==> src/rtl/rv_divider_pkg.sv <==
// Shared definitions for the RV32/64 M-extension divide unit: opcode encodings,
// FSM state encoding and small opcode decode helpers.
package rv_divider_pkg;

  // funct3[1:0] of the M-extension divide group
  typedef enum logic [1:0] {
    DIV_OP_DIV  = 2'b00,
    DIV_OP_DIVU = 2'b01,
    DIV_OP_REM  = 2'b10,
    DIV_OP_REMU = 2'b11
  } div_op_e;

  typedef enum logic [1:0] {
    ST_IDLE = 2'b00,
    ST_CALC = 2'b01,
    ST_DONE = 2'b10
  } div_state_e;

  function automatic logic op_is_signed(input div_op_e op);
    return (op == DIV_OP_DIV) || (op == DIV_OP_REM);
  endfunction

  function automatic logic op_is_rem(input div_op_e op);
    return (op == DIV_OP_REM) || (op == DIV_OP_REMU);
  endfunction

endpackage

==> src/rtl/rv_divider.sv <==
// Iterative restoring divider for DIV/DIVU/REM/REMU: one quotient bit per cycle,
// magnitudes internally, sign fix-up applied when the last bit is produced.
module rv_divider
  import rv_divider_pkg::*;
#(
  parameter int XLEN = 32
) (
  input  logic            clk,
  input  logic            rst_b,
  input  logic            div_req_valid,
  output logic            div_req_ready,
  input  logic [1:0]      div_opcode,
  input  logic [XLEN-1:0] div_src1,
  input  logic [XLEN-1:0] div_src2,
  input  logic            div_flush,
  output logic            div_resp_valid,
  input  logic            div_resp_ready,
  output logic [XLEN-1:0] div_result
);

  localparam logic [5:0] LAST_STEP = 6'(XLEN - 1);

  div_state_e      state_q;
  logic [5:0]      cnt_q;
  logic [XLEN-1:0] quo_q;
  logic [XLEN-1:0] rem_q;
  logic [XLEN-1:0] dvs_q;
  logic [XLEN-1:0] result_q;
  logic            is_rem_q;
  logic            q_neg_q;
  logic            r_neg_q;

  // Request decode and operand magnitudes
  div_op_e         op;
  logic            accept;
  logic            a_neg;
  logic            b_neg;
  logic [XLEN-1:0] a_mag;
  logic [XLEN-1:0] b_mag;

  assign op     = div_op_e'(div_opcode);
  assign accept = div_req_valid && div_req_ready;
  assign a_neg  = op_is_signed(op) && div_src1[XLEN-1];
  assign b_neg  = op_is_signed(op) && div_src2[XLEN-1];
  assign a_mag  = a_neg ? (~div_src1 + 1'b1) : div_src1;
  assign b_mag  = b_neg ? (~div_src2 + 1'b1) : div_src2;

  // One restoring step. The partial remainder's top bit is kept out of the
  // adder: if it is set the shifted value already exceeds any divisor, and the
  // low XLEN bits of the difference are still exact.
  logic [XLEN-1:0] shift_lo;
  logic [XLEN:0]   sum;
  logic            ge;
  logic [XLEN-1:0] rem_next;
  logic [XLEN-1:0] quo_next;
  logic [XLEN-1:0] q_fix;
  logic [XLEN-1:0] r_fix;

  assign shift_lo = {rem_q[XLEN-2:0], quo_q[XLEN-1]};
  assign sum      = {1'b0, shift_lo} + {1'b0, ~dvs_q} + {{XLEN{1'b0}}, 1'b1};
  assign ge       = rem_q[XLEN-1] | sum[XLEN];
  assign rem_next = ge ? sum[XLEN-1:0] : shift_lo;
  assign quo_next = {quo_q[XLEN-2:0], ge};
  assign q_fix    = q_neg_q ? (~quo_next + 1'b1) : quo_next;
  assign r_fix    = r_neg_q ? (~rem_next + 1'b1) : rem_next;

  // Handshake flags decode straight from the state register; result_q is
  // zero outside DONE so it can drive the port directly.
  assign div_req_ready  = (state_q == ST_IDLE);
  assign div_resp_valid = (state_q == ST_DONE);
  assign div_result     = result_q;

  // NOTE: all state uses non-blocking assignments so every register samples
  // the pre-edge values of the others; blocking here would chain the step.
  always_ff @(posedge clk or negedge rst_b) begin
    if (!rst_b) begin
      state_q  <= ST_IDLE;
      cnt_q    <= '0;
      quo_q    <= '0;
      rem_q    <= '0;
      dvs_q    <= '0;
      result_q <= '0;
      is_rem_q <= 1'b0;
      q_neg_q  <= 1'b0;
      r_neg_q  <= 1'b0;
    end else if (div_flush) begin
      // Flush beats accept and the response handshake in the same cycle
      state_q  <= ST_IDLE;
      cnt_q    <= '0;
      result_q <= '0;
    end else begin
      case (state_q)
        ST_IDLE: begin
          if (accept) begin
            is_rem_q <= op_is_rem(op);
            dvs_q    <= b_mag;
            cnt_q    <= '0;
            if (div_src2 == '0) begin
              // Divide by zero: quotient all ones, remainder is the dividend
              state_q  <= ST_DONE;
              result_q <= op_is_rem(op) ? div_src1 : '1;
            end else begin
              state_q <= ST_CALC;
              quo_q   <= a_mag;
              rem_q   <= '0;
              q_neg_q <= a_neg ^ b_neg;
              r_neg_q <= a_neg;
            end
          end
        end
        ST_CALC: begin
          quo_q <= quo_next;
          rem_q <= rem_next;
          cnt_q <= cnt_q + 6'd1;
          if (cnt_q == LAST_STEP) begin
            state_q  <= ST_DONE;
            result_q <= is_rem_q ? r_fix : q_fix;
          end
        end
        ST_DONE: begin
          if (div_resp_ready) begin
            state_q  <= ST_IDLE;
            result_q <= '0;
          end
        end
        default: begin
          state_q  <= ST_IDLE;
          result_q <= '0;
        end
      endcase
    end
  end

endmodule
==> config.mk <==
export PLATFORM = sky130hd
export DESIGN_NAME = rv_divider
export DESIGN_NICKNAME = d
export VERILOG_FILES = /design/src/rtl/rv_divider_pkg.sv /design/src/rtl/rv_divider.sv
export SDC_FILE = /design/constraint.sdc
export NUM_CORES = 1
export LEC_CHECK = 0
export CAP_MARGIN = 30
export CORE_ASPECT_RATIO = 1.5
export CORE_MARGIN = 5
export CORE_UTILIZATION = 40
export CTS_CLUSTER_SIZE = 14
export DETAILED_ROUTE_END_ITERATION = 12
export GPL_TIMING_DRIVEN = 0
export PLACE_DENSITY_LB_ADDON = 0.2
export RECOVER_POWER = 25
export SLEW_MARGIN = 5
export SYNTH_ARGS = -nofsm -noshare
export SYNTH_HDL_FRONTEND = slang
export SYNTH_SLANG_ARGS = --single-unit
==> constraint.sdc <==
create_clock -name clk -period 11.2 [get_ports clk]
set_input_delay 2.8 -clock clk [delete_from_list [all_inputs] [get_ports clk]]
set_output_delay 2.8 -clock clk [all_outputs]
set_load 0.03 [all_outputs]
==> results.py <==
metrics = {
    "cells_and_area": {
        "n_antenna_cell": 0,
        "final_common_cell": "o21ai_0",
        "post-route-util_pct": 47.68,
        "mostFrequentLayoutCells": "o21ai_0, nand2_1, nor2_1",
        "area_growth_pct": 18.16,
        "layout-drive-gt1-share_pct": 3.788,
        "fin_nets": 1759,
    },
    "placed_design": {
        "gp_congestion": 0.9250,
        "dpl.hpwl_mm": 33.28,
        "preCtsSetupSlack_ps": 3558,
        "portBuffers": 104,
    },
    "timing": {
        "rsz0062_at_grt": "no",
        "slew_headroom_pct": -126.6,
        "maxClockFrequency_mhz": 138.9,
        "setup_viol": 0,
        "worst_clock_skew_ps": 11.60,
        "finalHoldViolCount": 0,
        "fin_crit_sh_pct": 64.30,
        "setup_ws_ps": 3999,
        "tns_ps": 0,
        "tightest_slew_ps": 3400,
        "min_period_ps": 7201,
        "slew_violations": 59,
        "timing.hold.ws_ps": 468.4,
    },
    "route": {
        "vias_per_cell": 5.878,
        "drt_first_pass_iters": 5,
        "finalWirelength_mm": 41.38,
        "drc": 0,
        "vias": 11840,
        "wire_per_inst_um": 20.55,
        "ant_nets": 0,
        "drt_first_iter_violations": 843,
    },
    "synthesis": {
        "ys.warnings.count": 0,
        "synth_edf_count": 0,
        "synth_cells": 1524,
        "ys_types": 80,
        "synth_nets": 1633,
        "async_reset_ff_share_pct": 100.0,
        "ys_seq_area_share_pct": 30.22,
        "synthesis.area_mm2": 0.01151,
        "avgSynthCellArea_um2": 7.553,
        "synthFlopType": "dfrtp_1",
        "ys_seq_elements": 139,
    },
    "clock_tree": {
        "cts_root_buf": "clkbuf_16",
        "clk_path_buf_depth": 2,
        "cts-resized-gates": 0,
        "hold_buffers": 0,
        "clk_pin_slew_ps": 60,
        "cts_tree": "done",
        "ctsHtreeMaxLevel": 4,
        "clk_latency_ps": 460,
        "cts_sinks": 139,
        "cts_made_buffers": 17,
        "post-cts-setup-buffers": 0,
    },
    "status": {
        "violations": "max-capacitance violations, max-slew violations",
        "outcome": "complete, but fails checks",
    },
    "grt": {
        "antenna_found_initial": 0,
        "grt_pass1_vias": 11880,
        "track_usage_pct": 25.29,
        "grt_start_max_net_pins": 82,
        "globalRouteOverflowTotal": 0,
        "grt_first_pass_wirelength_mm": 64.21,
    },
    "floorplanning": {
        "initial_core_util_pct": 40.35,
        "die_y_um": 217.8,
        "core-area_mm2": 0.02853,
        "placementRows": 76,
        "fp.dieArea_mm2": 0.03234,
        "die_x_um": 148.5,
        "io_pins": 105,
    },
    "setup_path": {
        "slowest_delay_ps": 650,
        "critPathKind": "in -> reg",
        "crit_path_cell_trace": "clkdlybuf4s50_1 > nor4_1 > nand2_1 > nor2_1 > nand4_1 > nor4_1 > and4b_1 > nor2b_1 > o21ai_1 > clkbuf_1 > buf_1 > a21oi_1",
        "crit_slowest_cell": "nor4_1",
        "crit_top_cell": "nor4_1",
        "crit_path_end_kind": "register",
        "cp_data_arrival_time_ps": 7490,
        "cp_max_fo": 10,
        "required_ps": 11490,
        "startpoint_type": "input pin",
    },
    "run": {
        "maxCapViolations": 1,
    },
    "hold_path": {
        "hold_path.class": "reg -> reg",
    },
}
final timing paths:
kind | to | start | slack (ps) | cells past startpoint
min | div_result[3] | div_result[3] | 470 | 2
max in group asynchronous | rem_q[3] | rst_b | 5770 | 1
max reg2reg | div_result[14] | quo_q[31] | 4540 | 24
min in group asynchronous | quo_q[24] | rst_b | 3480 | 1
max | quo_q[31] | div_src2[2] | 4000 | 12
min reg2reg | div_result[3] | div_result[3] | 470 | 2
cell usage after synthesis (9+ instances only):
| cell | count | area [µm²] |
|---|---|---|
| dfrtp_1 | 139 | 3478 |
| a21o_1 | 11 | 82.58 |
| nor4_1 | 24 | 150.1 |
| inv_1 | 59 | 221.5 |
| o21a_1 | 12 | 90.09 |
| a21oi_1 | 126 | 630.6 |
| o31ai_1 | 21 | 157.7 |
| nand2_1 | 205 | 769.5 |
| o211ai_1 | 15 | 112.6 |
| o41ai_1 | 15 | 131.4 |
| nor2_1 | 145 | 544.3 |
| buf_1 | 9 | 33.78 |
| xor2_1 | 57 | 499.2 |
| o21ai_0 | 213 | 1066 |
| a22o_1 | 10 | 87.58 |
| nand3_1 | 16 | 80.08 |
| nor3_1 | 37 | 185.2 |
| clkbuf_1 | 63 | 236.5 |
| xnor2_1 | 74 | 648.1 |
| nand4_1 | 16 | 100.1 |
| or3_1 | 23 | 143.9 |
| nand2b_1 | 13 | 81.33 |
| mux2i_1 | 21 | 210.2 |
| ha_1 | 37 | 462.9 |
| a31oi_1 | 16 | 100.1 |
area by class of cell:
| class | instances | area [µm²] |
|---|---|---|
| repair buffers | 107 | 1072 |
| well taps | 351 | 439.2 |
| clock inverters | 13 | 145.1 |
| fillers | 2947 | 14930 |
| clock buffers | 19 | 432.9 |
| flip-flops and latches | 139 | 3478 |
| plain buffers | 80 | 325.3 |
| inverters | 60 | 225.2 |
| multi-input cells | 1245 | 7483 |
cells by family after synthesis:
family                   synth area share (%)
AO/OA/AOI/OAI                           26.73
XOR/XNOR                                9.967
adder cells (fa/ha/maj)                 4.196
buffers and inverters                   4.783
flip-flops                              30.22
multiplexers                            2.239
AND/OR/NAND/NOR                         21.87
metrics by stage:
| step | cell area (µm²) | std cells |
|---|---|---|
| 2_1_floorplan | 11510 | 1524 |
| 3_3_place_gp | 12990 | 1979 |
| 3_5_place_dp | 13030 | 1982 |
| 6_report | 13600 | 2014 |
| 5_1_grt | 13600 | 2014 |
| 4_1_cts | 13610 | 2014 |
registers in the layout, indices dropped and copies added, names as in the netlist:
signal / count
cnt_q: 6
div_result: 32
dvs_q: 32
is_rem_q: 1
q_neg_q: 1
quo_q: 32
r_neg_q: 1
rem_q: 32
state_q: 2
layer usage:
layer,wire (µm),track usage (%),up-vias
li1,-,-,5732
met2,21530,47.22,399
met5,0,0,-
met4,2099,13.13,0
met3,1997,2.931,123
met1,15760,27.74,5585
worst max-delay path: cells and delay by family:
family | cells | cell delay, ps
and+or+nand+nor | 7 | 2380
AOI/OAI and AO/OA | 2 | 690
buffers and inverters | 3 | 1610
Power is left out: the tool's default activity adds up to more than one toggle a clock period on the data nets, which glitch-free logic cannot reach.
